**config.mk**
```make
export PLATFORM = sky130hd
export DESIGN_NAME = decode_stage
export DESIGN_NICKNAME = d
export VERILOG_FILES = /design/src/rtl/types_pkg.sv /design/src/rtl/imm_gen.sv /design/src/rtl/decode_stage.sv
export SDC_FILE = /design/constraint.sdc
export NUM_CORES = 1
export LEC_CHECK = 0
export ABC_AREA = 0
export CAP_MARGIN = 20
export CORE_MARGIN = 8
export CORE_UTILIZATION = 48
export DETAILED_ROUTE_END_ITERATION = 6
export PLACE_DENSITY = 0.94
export SYNTH_ARGS = -nofsm -noshare
export SYNTH_HDL_FRONTEND = slang
export SYNTH_SLANG_ARGS = --single-unit
```
**constraint.sdc**
```tcl
create_clock -name clk -period 4.37 [get_ports clk]
set_input_delay 0.874 -clock clk [delete_from_list [all_inputs] [get_ports clk]]
set_output_delay 0.874 -clock clk [all_outputs]
set_load 0.05 [all_outputs]
```
**src/rtl/types_pkg.sv**
```systemverilog
// Shared types for the decode stage: fetch/decode records, ALU and
// functional-unit enums, immediate formats and RV32I opcode constants.
package types_pkg;

    typedef struct packed {
        logic [31:0] pc;
        logic [31:0] instr;
        logic [31:0] pc_4;
    } fetch_data;

    typedef enum logic [1:0] {
        FU_ALU    = 2'd0,
        FU_BRANCH = 2'd1,
        FU_LSU    = 2'd2
    } fu_type_t;

    typedef enum logic [4:0] {
        ALU_ADD  = 5'd0,
        ALU_SUB  = 5'd1,
        ALU_SLL  = 5'd2,
        ALU_SLT  = 5'd3,
        ALU_SLTU = 5'd4,
        ALU_XOR  = 5'd5,
        ALU_SRL  = 5'd6,
        ALU_SRA  = 5'd7,
        ALU_OR   = 5'd8,
        ALU_AND  = 5'd9,
        ALU_LUI  = 5'd10,
        ALU_EQ   = 5'd11,
        ALU_NE   = 5'd12,
        ALU_LT   = 5'd13,
        ALU_GE   = 5'd14,
        ALU_LTU  = 5'd15,
        ALU_GEU  = 5'd16
    } alu_op_t;

    typedef enum logic [2:0] {
        IMM_NONE = 3'd0,
        IMM_I    = 3'd1,
        IMM_S    = 3'd2,
        IMM_B    = 3'd3,
        IMM_U    = 3'd4,
        IMM_J    = 3'd5
    } imm_fmt_t;

    localparam logic [6:0] OPC_LUI    = 7'b0110111;
    localparam logic [6:0] OPC_AUIPC  = 7'b0010111;
    localparam logic [6:0] OPC_JAL    = 7'b1101111;
    localparam logic [6:0] OPC_JALR   = 7'b1100111;
    localparam logic [6:0] OPC_BRANCH = 7'b1100011;
    localparam logic [6:0] OPC_LOAD   = 7'b0000011;
    localparam logic [6:0] OPC_STORE  = 7'b0100011;
    localparam logic [6:0] OPC_OP_IMM = 7'b0010011;
    localparam logic [6:0] OPC_OP     = 7'b0110011;

    typedef struct packed {
        logic [31:0] pc;
        logic [31:0] pc_4;
        logic [31:0] imm;
        logic [4:0]  rd;
        logic [4:0]  rs1;
        logic [4:0]  rs2;
        logic [2:0]  funct3;
        logic [6:0]  funct7;
        logic [6:0]  opcode;
        fu_type_t    fu_type;
        alu_op_t     alu_op;
        logic        uses_rs1;
        logic        uses_rs2;
        logic        reg_write;
        logic        illegal;
    } decode_data;

endpackage

```
**src/rtl/imm_gen.sv**
```systemverilog
// Combinational RV32I immediate generator: sign-extends the immediate of
// the selected instruction format to 32 bits (R-type / unknown give zero).
module imm_gen
    import types_pkg::*;
(
    input  logic [31:0] instr_i,
    input  imm_fmt_t    fmt_i,
    output logic [31:0] imm_o
);

    always_comb begin
        imm_o = '0;
        case (fmt_i)
            IMM_I:   imm_o = {{20{instr_i[31]}}, instr_i[31:20]};
            IMM_S:   imm_o = {{20{instr_i[31]}}, instr_i[31:25], instr_i[11:7]};
            IMM_B:   imm_o = {{19{instr_i[31]}}, instr_i[31], instr_i[7],
                              instr_i[30:25], instr_i[11:8], 1'b0};
            IMM_U:   imm_o = {instr_i[31:12], 12'b0};
            IMM_J:   imm_o = {{11{instr_i[31]}}, instr_i[31], instr_i[19:12],
                              instr_i[20], instr_i[30:21], 1'b0};
            default: imm_o = '0;
        endcase
    end

endmodule

```
**src/rtl/decode_stage.sv**
```systemverilog
// Single registered RV32I decode stage with valid/ready handshake and flush.
// Define DECODE_ILLEGAL_CHECK_EN to flag unsupported encodings via data_out.illegal.
module decode_stage
    import types_pkg::*;
(
    input  logic        clk,
    input  logic        reset,
    input  logic        valid_in,
    input  fetch_data   data_in,
    output logic        ready_in,
    input  logic        flush,
    output logic        valid_out,
    output decode_data  data_out,
    input  logic        ready_out,
    output logic [31:0] decode_count
);

    logic        valid_q, valid_d;
    decode_data  data_q, data_d, dec;
    logic [31:0] count_q, count_d;
    imm_fmt_t    fmt;
    logic [31:0] imm;
    logic        bad;
    logic [6:0]  f7;
    logic [2:0]  f3;
    logic        f7_zero, f7_alt;

    imm_gen u_imm_gen (
        .instr_i (data_in.instr),
        .fmt_i   (fmt),
        .imm_o   (imm)
    );

    assign f7      = data_in.instr[31:25];
    assign f3      = data_in.instr[14:12];
    assign f7_zero = (f7 == 7'b0000000);
    assign f7_alt  = (f7 == 7'b0100000);

    always_comb begin
        fmt          = IMM_NONE;
        bad          = 1'b0;
        dec          = '0;
        dec.pc       = data_in.pc;
        dec.pc_4     = data_in.pc_4;
        dec.rd       = data_in.instr[11:7];
        dec.rs1      = data_in.instr[19:15];
        dec.rs2      = data_in.instr[24:20];
        dec.funct3   = f3;
        dec.funct7   = f7;
        dec.opcode   = data_in.instr[6:0];
        dec.fu_type  = FU_ALU;
        dec.alu_op   = ALU_ADD;
        case (data_in.instr[6:0])
            OPC_LUI: begin
                fmt = IMM_U; dec.reg_write = 1'b1; dec.alu_op = ALU_LUI;
            end
            OPC_AUIPC: begin
                fmt = IMM_U; dec.reg_write = 1'b1;
            end
            OPC_JAL: begin
                fmt = IMM_J; dec.reg_write = 1'b1; dec.fu_type = FU_BRANCH;
            end
            OPC_JALR: begin
                fmt = IMM_I; dec.reg_write = 1'b1; dec.uses_rs1 = 1'b1;
                dec.fu_type = FU_BRANCH;
                bad = (f3 != 3'b000);
            end
            OPC_BRANCH: begin
                fmt = IMM_B; dec.uses_rs1 = 1'b1; dec.uses_rs2 = 1'b1;
                dec.fu_type = FU_BRANCH;
                case (f3)
                    3'b000:  dec.alu_op = ALU_EQ;
                    3'b001:  dec.alu_op = ALU_NE;
                    3'b100:  dec.alu_op = ALU_LT;
                    3'b101:  dec.alu_op = ALU_GE;
                    3'b110:  dec.alu_op = ALU_LTU;
                    3'b111:  dec.alu_op = ALU_GEU;
                    default: bad = 1'b1;
                endcase
            end
            OPC_LOAD: begin
                fmt = IMM_I; dec.reg_write = 1'b1; dec.uses_rs1 = 1'b1;
                dec.fu_type = FU_LSU;
                bad = (f3 == 3'b011) || (f3 == 3'b110) || (f3 == 3'b111);
            end
            OPC_STORE: begin
                fmt = IMM_S; dec.uses_rs1 = 1'b1; dec.uses_rs2 = 1'b1;
                dec.fu_type = FU_LSU;
                bad = (f3 > 3'b010);
            end
            OPC_OP_IMM: begin
                fmt = IMM_I; dec.reg_write = 1'b1; dec.uses_rs1 = 1'b1;
                case (f3)
                    3'b000:  dec.alu_op = ALU_ADD;
                    3'b001:  begin dec.alu_op = ALU_SLL; bad = !f7_zero; end
                    3'b010:  dec.alu_op = ALU_SLT;
                    3'b011:  dec.alu_op = ALU_SLTU;
                    3'b100:  dec.alu_op = ALU_XOR;
                    3'b101:  begin
                        dec.alu_op = f7_alt ? ALU_SRA : ALU_SRL;
                        bad = !(f7_zero || f7_alt);
                    end
                    3'b110:  dec.alu_op = ALU_OR;
                    default: dec.alu_op = ALU_AND;
                endcase
            end
            OPC_OP: begin
                dec.reg_write = 1'b1; dec.uses_rs1 = 1'b1; dec.uses_rs2 = 1'b1;
                // funct7=0100000 is only meaningful for SUB and SRA
                bad = !(f7_zero || (f7_alt && (f3 == 3'b000 || f3 == 3'b101)));
                case (f3)
                    3'b000:  dec.alu_op = f7_alt ? ALU_SUB : ALU_ADD;
                    3'b001:  dec.alu_op = ALU_SLL;
                    3'b010:  dec.alu_op = ALU_SLT;
                    3'b011:  dec.alu_op = ALU_SLTU;
                    3'b100:  dec.alu_op = ALU_XOR;
                    3'b101:  dec.alu_op = f7_alt ? ALU_SRA : ALU_SRL;
                    3'b110:  dec.alu_op = ALU_OR;
                    default: dec.alu_op = ALU_AND;
                endcase
            end
            default: bad = 1'b1;
        endcase
        dec.imm = imm;
        if (bad) begin
            dec.fu_type   = FU_ALU;
            dec.alu_op    = ALU_ADD;
            dec.reg_write = 1'b0;
            dec.uses_rs1  = 1'b0;
            dec.uses_rs2  = 1'b0;
`ifdef DECODE_ILLEGAL_CHECK_EN
            dec.illegal   = 1'b1;
`else
            dec.illegal   = 1'b0;
`endif
        end
        if (dec.rd == 5'd0) begin
            dec.reg_write = 1'b0;
        end
    end

    assign ready_in = !valid_q || ready_out;

    always_comb begin
        valid_d = valid_q;
        data_d  = data_q;
        count_d = count_q;
        // A flush discards the held record, so it is not counted even if ready_out is high
        if (flush) begin
            valid_d = 1'b0;
        end else begin
            if (valid_q && ready_out) begin
                count_d = count_q + 32'd1;
            end
            if (ready_in) begin
                valid_d = valid_in;
                if (valid_in) begin
                    data_d = dec;
                end
            end
        end
    end

    always_ff @(posedge clk or negedge reset) begin
        if (!reset) begin
            valid_q <= 1'b0;
            data_q  <= '0;
            count_q <= '0;
        end else begin
            valid_q <= valid_d;
            data_q  <= data_d;
            count_q <= count_d;
        end
    end

    assign valid_out    = valid_q;
    assign data_out     = data_q;
    assign decode_count = count_q;

endmodule
```
==> impl_results.md, run 1 <==
* Max Clk Rate at 308 MHz
* Top layer in use: met4
* Final WL at 23400 µm
* Crit Path Category: primary input to output pin
* Final critical-path required period at 3.24 ns
* R2R setup slack at 2.33 ns
* Slowest CP cell: clkdlybuf4s50_1
* Initial antenna violation count at 0
* Mux cell area share after synthesis at 0
* Post-synthesis adder-cell area fraction at 0.00171
* TritonCTS buffer count at 17
* VDD IR max at 313 µV
* Simple-gate portion of the synthesized area at 0.270
* GRT Util Overall at 0.240
* Post-Syn Nets at 895
* Total Power at 0.00477 W
* Placed Cells at 1217
* Postcts setup bufs at 0
* 1st-iter DRT viols at 431
* Synthesis-stage register bit count at 171
* Core region area at 15000 µm²
* Slew margin rel. at 0.467
* CTS tree: done
* Final Max Tran Viols at 0
* Leak at 4.95 nW
* Synth area leaders: dfrtp_1, nand2_1, xnor2_1
* CP most frequent cell: clkdlybuf4s50_1
* Post-synth EDFFs at 0
* Post-Syn Area at 7300 µm²
* Worst-Margin Slew at 0.800 ns
* Cells after synthesis at 793
* Xor/xnor share of the synthesized area at 0.0372
* Grt ovf at 0
* Initial core utilization at 0.485
* Clk root buf: clkbuf_16
* Asr flop ratio synth at 1.00
* Clk pin slew, worst setup/hold paths at 0.06 ns
* Resized cells post-CTS at 0
* DRT Pass-1 Iters at 5
* H-tree levels at 4
* Pwr dens at 444 nW/µm²
* Post-synthesis sequential area ratio at 0.587
* Worst EP required at 3.50 ns
* Largest family of logic cells by synthesized area: simple AND/OR/NAND/NOR gates
* Routed wire length on met3 at 2120 µm
* CP peak stage delay at 0.71 ns
* Avg Cell Area, Syn at 9.20 µm²
* Synthesis-to-finish area growth at 47.5%
* CP startpoint kind: primary input
* CP Max Fanout at 3
* Setup violations, final at 0
* Post-Layout Cell Count at 1249
* Setup tns final at 0 ns
* Die Y-Extent at 139 µm
* Top-area cell type share of the netlist area at 0.587
* DP HPWL at 17300 µm
* CP arrival at 2.37 ns
* Post-route DRC violation count at 0
* Critical-path cell list: clkdlybuf4s50_1 -> nor2b_1 -> inv_1 -> clkdlybuf4s50_1
* Synth cell types at 57
* Clock Latency Late Sink at 0.42 ns
* PnR worst setup slack at 1.13 ns
* Clk_skew at 0.00703 ns
* IO Pins at 274
* Avg WL per Cell at 18.8 µm
* WL met1 at 8890 µm
* Final nets at 1150
* Die area at 19400 µm²
* Vias at 6647
* Share of layout cells above drive strength 1 at 0.0490
* Vias in the first global route at 6903
* CTS sink count at 171
* Synth Warn # at 0
* Predominant post-synthesis flop cell: dfrtp_1
* Wire length on met2 at 11800 µm
* Outcome: finished clean
* Via density at 5.32
* Setup crit end kind: output pin
* Final worst-path cycle share at 0.742
* CTS Hold Bufs at 0
* Yosys top cell by area: dfrtp_1
* # diodes at 0
* Max Cap Viol at 0
* Post-synthesis compound-gate area fraction at 0.0775
* Unrepaired setup endpoints after global routing: false
* DRT antenna net count at 0
* Die Width at 139 µm
* # rows at 45
* Buffers on Ports at 272
* Clock tree buffer depth at 2
* Hold Fails Final Rpt at 0
* RePlAce Congestion at 0.907
* DP Worst Slack at 1.14 ns
* Hold Crit Class: flop to flop
* First-pass GRT wire length at 37200 µm
* Largest net degree at the start of global routing at 149
[cell families (layout without fill, tap and decap cells)]
kind of cell	Yosys count	in the layout
and+or+nand+nor	455	455
DFF	171	171
AOI/OAI and AO/OA	85	85
buffers and inverters	49	317
xor gates and xnor gates	31	31
adders and majority gates	1	1
other	1	1
[final timing paths]
path                                       endpoint                startpoint  cells after the start
max reg2reg                data_out[54]$_DFFE_PN0P_     valid_out$_DFFE_PN0P_                      6
min in group asynchronous  data_out[78]$_DFFE_PN0P_                     reset                      1
max                                        ready_in                 ready_out                      4
max in group asynchronous  data_out[39]$_DFFE_PN0P_                     reset                      2
min reg2reg                data_out[18]$_DFFE_PN0P_  data_out[18]$_DFFE_PN0P_                      2
min                        data_out[18]$_DFFE_PN0P_  data_out[18]$_DFFE_PN0P_                      2
[registers in the layout, summed over array words and instances (netlist names)]
register      count
data_out        138
decode_count     32
valid_out         1
[layout by cell type, fill, tap and decap left out, types with 16 or more instances in the layout]
cell	n
a21oi_1	16
clkbuf_16	17
o21ai_0	23
dfrtp_1	171
nor2_1	30
nand3_1	27
nand2_1	339
clkdlybuf4s50_1	271
xnor2_1	23
[metrics by stage]
step	hold slack, ns	utilization	instance area [µm²]
global placement	0.456	0.675	10100
floorplan	0.578	-	7300
finish	0.474	0.716	10800
detailed placement	0.461	0.675	10100
global route	0.487	0.716	10800
CTS	0.477	0.716	10800
[power breakdown]
group | internal (W) | switching (W)
Sequential | 0.00175 | 0.000109
Clock | 0.000921 | 0.000632
Combinational | 0.000443 | 0.000923
[layout make-up]
class	instances	area, µm²
flip-flops and latches	171	4280
multi-input cells	573	2830
repair buffers	278	2780
clock inverters	13	165
well taps	188	235
inverters	7	26.3
fillers	1077	4280
clock buffers	19	443
[synthesized netlist by cell type, types with 2 or more instances]
library cell,number
a211oi_1,2
a21oi_1,16
a221oi_1,6
a22o_1,4
a22oi_1,2
a31oi_1,3
a32o_1,4
and2_1,3
and3_1,5
and3b_1,3
and4_1,2
buf_1,3
buf_2,5
clkbuf_1,33
dfrtp_1,171
inv_1,7
nand2_1,339
nand2b_1,5
nand3_1,27
nand3b_1,5
nand4_1,7
nor2_1,30
nor2b_1,3
nor3_1,8
nor3_2,2
nor3_4,2
nor3b_1,2
o211ai_1,7
o21a_1,2
o21ai_0,23
o21ai_1,2
o22ai_1,3
o31ai_1,3
or2_2,2
xnor2_1,23
xor2_1,8
[worst max-delay path: cells and delay by family]
family	cells	cell delay [ns]
buf+inv	3	1.24
simple gates	1	0.26
[layer usage]
layer / global-route usage / up-vias
met1: 0.268 / 3213
met5: 0 / -
li1: - / 3106
met3: 0.0845 / 42
met4: 0.0930 / 0
met2: 0.413 / 286
(Power assumes the default switching activity.)
==> run 2, diff against run 1 <==
CORE_UTILIZATION = 44   (was 48)
PLACE_DENSITY = 0.88   (was 0.94)
clock period = 3 ns   (was 4.37 ns; I/O delays follow)
==> impl_results.md, run 2 (same netlist as run 1, synthesis figures left out) <==
* CTS tree: done
* Worst reg2reg path depth at 5 (-1)
* IO Pins at 274 (unchanged)
* Clock Latency Late Sink at 0.42 ns (about the same)
* Most frequent cells in the layout: nand2_1, clkdlybuf4s50_1, dfrtp_1
* CP startpoint kind: primary input
* R2R setup slack at 1.06 ns (-1.27 ns)
* 1st-iter DRT viols at 299 (-31%)
* Final Max Tran Viols at 0 (unchanged)
* Setup crit end kind: output pin
* Die area at 21000 µm² (+8.0%)
* Resized cells post-CTS at 0 (unchanged)
* Core region area at 16400 µm² (+9.1%)
* DP Worst Slack at 0.213 ns (-0.926 ns)
* Placement Cell Area at 10300 µm² (+1.9%)
* Die Width at 145 µm (+3.9%)
* Vias in the first global route at 6755 (-2.1%)
* Outcome: finished clean
* Die Y-Extent at 145 µm (+3.9%)
* Clk pin slew, worst setup/hold paths at 0.06 ns (about the same)
* Final worst-path cycle share at 0.906
* FF-to-FF End: decode_count[31]$_DFFE_PN0P_
* Worst EP required at 2.40 ns (-1.10 ns)
* Worst-Margin Slew at 0.652 ns (-0.148 ns)
* Share of layout cells above drive strength 1 at 0.0623 (+0.0133)
* Postcts setup bufs at 0 (unchanged)
* First-pass GRT wire length at 36000 µm (-3.0%)
* Hold Crit Class: primary input to asynchronous set/reset pin
* Crit Path Category: primary input to output pin
* Clk_skew at 0.00599 ns (-0.00104 ns)
* Pwr dens at 618 nW/µm² (+39%)
* Via density at 5.11 (-3.9%)
* DP HPWL at 17500 µm (+1.4%)
* H-tree levels at 4 (unchanged)
* Max Clk Rate at 368 MHz
* Unrepaired setup endpoints after global routing: false
* Max reg flops at 138 (unchanged)
* GRT Util Overall at 0.222 (-0.0184)
* Commonest non-fill, non-tap cell in the layout: nand2_1
* Buffers on Ports at 272 (unchanged)
* Initial core utilization at 0.445 (-0.0406)
* CTS sink count at 171 (unchanged)
* VDD IR max at 371 µV (+18%)
* CTS Hold Bufs at 0 (unchanged)
* Avg WL per Cell at 17.9 µm (-4.5%)
* Largest net degree at the start of global routing at 93 (-38%)
* Clk root buf: clkbuf_16
* Clock tree buffer depth at 2 (unchanged)
* DRT antenna net count at 0 (unchanged)
* Final WL at 23200 µm (-0.86%)
* CP arrival at 2.12 ns (-0.25 ns)
* CP Max Fanout at 3 (unchanged)
* RePlAce Congestion at 0.917 (+1.1%)
* Vias at 6627 (-0.30%)
* DRT Pass-1 Iters at 5 (unchanged)
* # diodes at 0 (unchanged)
* Max Cap Viol at 0 (unchanged)
* TritonCTS buffer count at 17 (unchanged)
* Final nets at 1166 (+1.4%)
* Slew margin rel. at 0.565 (+0.0984)
* R2R Path Start: decode_count[6]$_DFFE_PN0P_
* Setup tns final at 0 ns (unchanged)
* Leak at 5.00 nW (+0.94%)
* # rows at 47 (+4.4%)
* Setup violations, final at 0 (unchanged)
* Grt ovf at 0 (unchanged)
* Post-route DRC violation count at 0 (unchanged)
* Synthesis-to-finish area growth at 49.2%
* Initial antenna violation count at 0 (unchanged)
* Finished Cell Area at 10900 µm² (+1.2%)
* PnR worst setup slack at 0.282 ns (-0.845 ns)
* Final critical-path required period at 2.72 ns
* Hold Fails Final Rpt at 0 (unchanged)
* CP Launch Point: ready_out
[run 2: critical path: stages]
cell,delay (ns)
clkdlybuf4s50_1,0.44
nor2b_1,0.25
inv_1,0.09
clkdlybuf4s50_1,0.73
[run 2: how the worst max path moves through the flow]
stage,to,cells after the start,slack (ns)
floorplan,decode_count[21]$_DFFE_PN0P_,5,0.83
global placement,data_out[6]$_DFFE_PN0P_,6,0.30
detailed placement,data_out[6]$_DFFE_PN0P_,6,0.21
CTS,ready_in,4,0.28
global route,ready_in,4,0.24
finish,ready_in,4,0.28
[run 2: cell type report]
type	count	area [µm²]
Fill cell	1285	5520
Timing Repair Buffer	294	2940
Clock buffer	19	443
Multi-Input combinational cell	573	2830
Inverter	7	26.3
Clock inverter	12	92.6
Sequential cell	171	4280
Tap cell	220	275
[run 2: per-stage QoR]
step	hold WS [ns]	cells	utilization	total power (W)
floorplan	0.304	793	-	0.00389
global placement	0.456	1265	0.631	0.00471
detailed placement	0.462	1265	0.631	0.00475
CTS	0.197	1296	0.663	0.00679
global route	0.226	1296	0.663	0.00701
finish	0.179	1296	0.663	0.00672
[run 2: routing by layer]
metal  global-route usage  wire, µm  vias up
met5                    0         0        -
met4               0.0706       499        0
met3               0.0692      2030       38
met2                0.379     11600      280
met1                0.260      9160     3163
li1                     -         -     3146
[run 2: power breakdown]
group	internal [W]	switching, W	total [W]
Combinational	0.000662	0.00134	0.00200
Sequential	0.00254	0.000156	0.00270
Clock	0.00109	0.000934	0.00202
==> run 3, diff against run 2 <==
PLACE_DENSITY = unset   (was 0.88)
PLACE_DENSITY_LB_ADDON = 0.08   (was unset)
==> impl_results.md, run 3 (same netlist as run 1, synthesis figures left out) <==
* Final Max Tran Viols at 0 (unchanged)
* Vias in the first global route at 6547 (-3.1%)
* Most frequent cells in the layout: nand2_1, clkdlybuf4s50_1, dfrtp_1
* Crit Path Category: flop to output pin
* Commonest non-fill, non-tap cell in the layout: nand2_1
* CTS sink count at 171 (unchanged)
* Outcome: finished clean
* Setup violations, final at 0 (unchanged)
* Setup tns final at 0 ns (unchanged)
* Unrepaired setup endpoints after global routing: false
* Share of layout cells above drive strength 1 at 0.0605 (-0.00175)
* First-pass GRT wire length at 35200 µm (-2.3%)
* Final nets at 1163 (-0.26%)
* TritonCTS buffer count at 17 (unchanged)
* Clock Latency Late Sink at 0.42 ns (about the same)
* DRT Pass-1 Iters at 4 (-1)
* CP peak stage delay at 0.86 ns (+0.13 ns)
* Setup crit end kind: output pin
* Largest net degree at the start of global routing at 67 (-28%)
* RePlAce Congestion at 0.916 (-0.13%)
* PnR worst setup slack at 0.670 ns (+0.389 ns)
* CP Max Fanout at 6 (+3)
* GRT Util Overall at 0.217 (-0.00439)
* CTS Hold Bufs at 0 (unchanged)
* Clk_skew at 0.00833 ns (+0.00234 ns)
* CTS tree: done
* Die Width at 145 µm (unchanged)
* Post-route DRC violation count at 0 (unchanged)
* Pwr dens at 624 nW/µm² (+1.1%)
* 1st-iter DRT viols at 308 (+3.0%)
* Die Y-Extent at 145 µm (unchanged)
* Vias at 6491 (-2.1%)
* # rows at 47 (unchanged)
* Clk root buf: clkbuf_16
* CP arrival at 1.73 ns (-0.39 ns)
* Slew margin rel. at 0.585 (+0.0200)
* IO Pins at 274 (unchanged)
* Leak at 5.00 nW (about the same)
* DRT antenna net count at 0 (unchanged)
* Critical-path cell list: clkdlybuf4s50_1
* Postcts setup bufs at 0 (unchanged)
* Die area at 21000 µm² (unchanged)
* Final WL at 22600 µm (-2.9%)
* Avg WL per Cell at 17.4 µm (-2.8%)
* Final worst-path cycle share at 0.777 (-0.130)
* WP buf/inv at 1 (-2)
* Hold Crit Class: primary input to asynchronous set/reset pin
* Grt ovf at 0 (unchanged)
* H-tree levels at 4 (unchanged)
* Clk pin slew, worst setup/hold paths at 0.06 ns (about the same)
* Delay-heaviest family, CP: buffers and inverters
* Slowest CP cell: clkdlybuf4s50_1
* CP startpoint kind: flop
* Worst-Margin Slew at 0.617 ns (-0.0347 ns)
* Hold Fails Final Rpt at 0 (unchanged)
* Worst EP required at 2.40 ns (about the same)
* Synthesis-to-finish area growth at 49.4%
* Max Clk Rate at 429 MHz (+17%)
* Via density at 5.01 (-2.0%)
* DP HPWL at 16900 µm (-3.6%)
* Filler instances at 1367 (+6.4%)
* Max Cap Viol at 0 (unchanged)
* Buffers on Ports at 272 (unchanged)
* Initial core utilization at 0.445 (unchanged)
* Resized cells post-CTS at 0 (unchanged)
* VDD IR max at 448 µV (+21%)
* DP Worst Slack at 0.381 ns (+0.168 ns)
* Core region area at 16400 µm² (unchanged)
* Max reg flops at 138 (unchanged)
* Final critical-path required period at 2.33 ns (-0.389 ns)
* Initial antenna violation count at 1 (+1)
* Clock tree buffer depth at 2 (unchanged)
==> run 3: final cells by class <==
cell class | instances | area, µm² | share of cell area
repair buffers | 291 | 2910 | 0.267
diodes | 1 | 2.50 | 0.000230
inverters | 7 | 26.3 | 0.00241
clock inverters | 9 | 87.6 | 0.00803
flip-flops and latches | 171 | 4280 | 0.393
clock buffers | 23 | 488 | 0.0448
well taps | 220 | 275 | 0.0253
multi-input cells | 573 | 2830 | 0.259
==> run 3: worst paths after layout <==
path / from / endpoint / slack [ns] / cells past startpoint
worst max-delay path: decode_count[2]$_DFFE_PN0P_ / decode_count[2] / 0.67 / 1
min in group clk: data_out[84]$_DFFE_PN0P_ / data_out[84]$_DFFE_PN0P_ / 0.47 / 2
max in group asynchronous: reset / data_out[41]$_DFFE_PN0P_ / 2.16 / 2
worst min-delay path: reset / decode_count[16]$_DFFE_PN0P_ / 0.1 / 1
worst max register to register: decode_count[6]$_DFFE_PN0P_ / decode_count[31]$_DFFE_PN0P_ / 1.07 / 5
worst min register to register: data_out[84]$_DFFE_PN0P_ / data_out[84]$_DFFE_PN0P_ / 0.47 / 2
==> run 3: routing by layer <==
layer  global-route usage  share of wire  up-vias
li1                     -              -     3142
met1                0.269           0.41     3094
met2                0.349           0.48      219
met3               0.0623          0.079       36
met4               0.0931          0.031        0
met5                    0              0        -
==> run 3: report_power, final <==
group / switching [W] / total (W) / internal [W] / leakage [nW]
sequential: 0.000143 / 0.00269 / 0.00254 / 2.21
clock: 0.000893 / 0.00213 / 0.00123 / 0.272
combinational: 0.00133 / 0.00199 / 0.000659 / 2.52
total: 0.00237 / 0.00681 / 0.00444 / 5.00
==> run 3: metrics by stage <==
stage / cell area (µm²) / utilization / hold WS (ns) / total power (W) / std cells
4_1_cts: 10900 / 0.664 / 0.0993 / 0.00689 / 1294
5_1_grt: 10900 / 0.664 / 0.106 / 0.00711 / 1295
3_5_place_dp: 10300 / 0.629 / 0.461 / 0.00474 / 1262
2_1_floorplan: 7300 / - / 0.304 / 0.00389 / 793
3_3_place_gp: 10300 / 0.629 / 0.456 / 0.00471 / 1262
6_report: 10900 / 0.664 / 0.0962 / 0.00681 / 1295
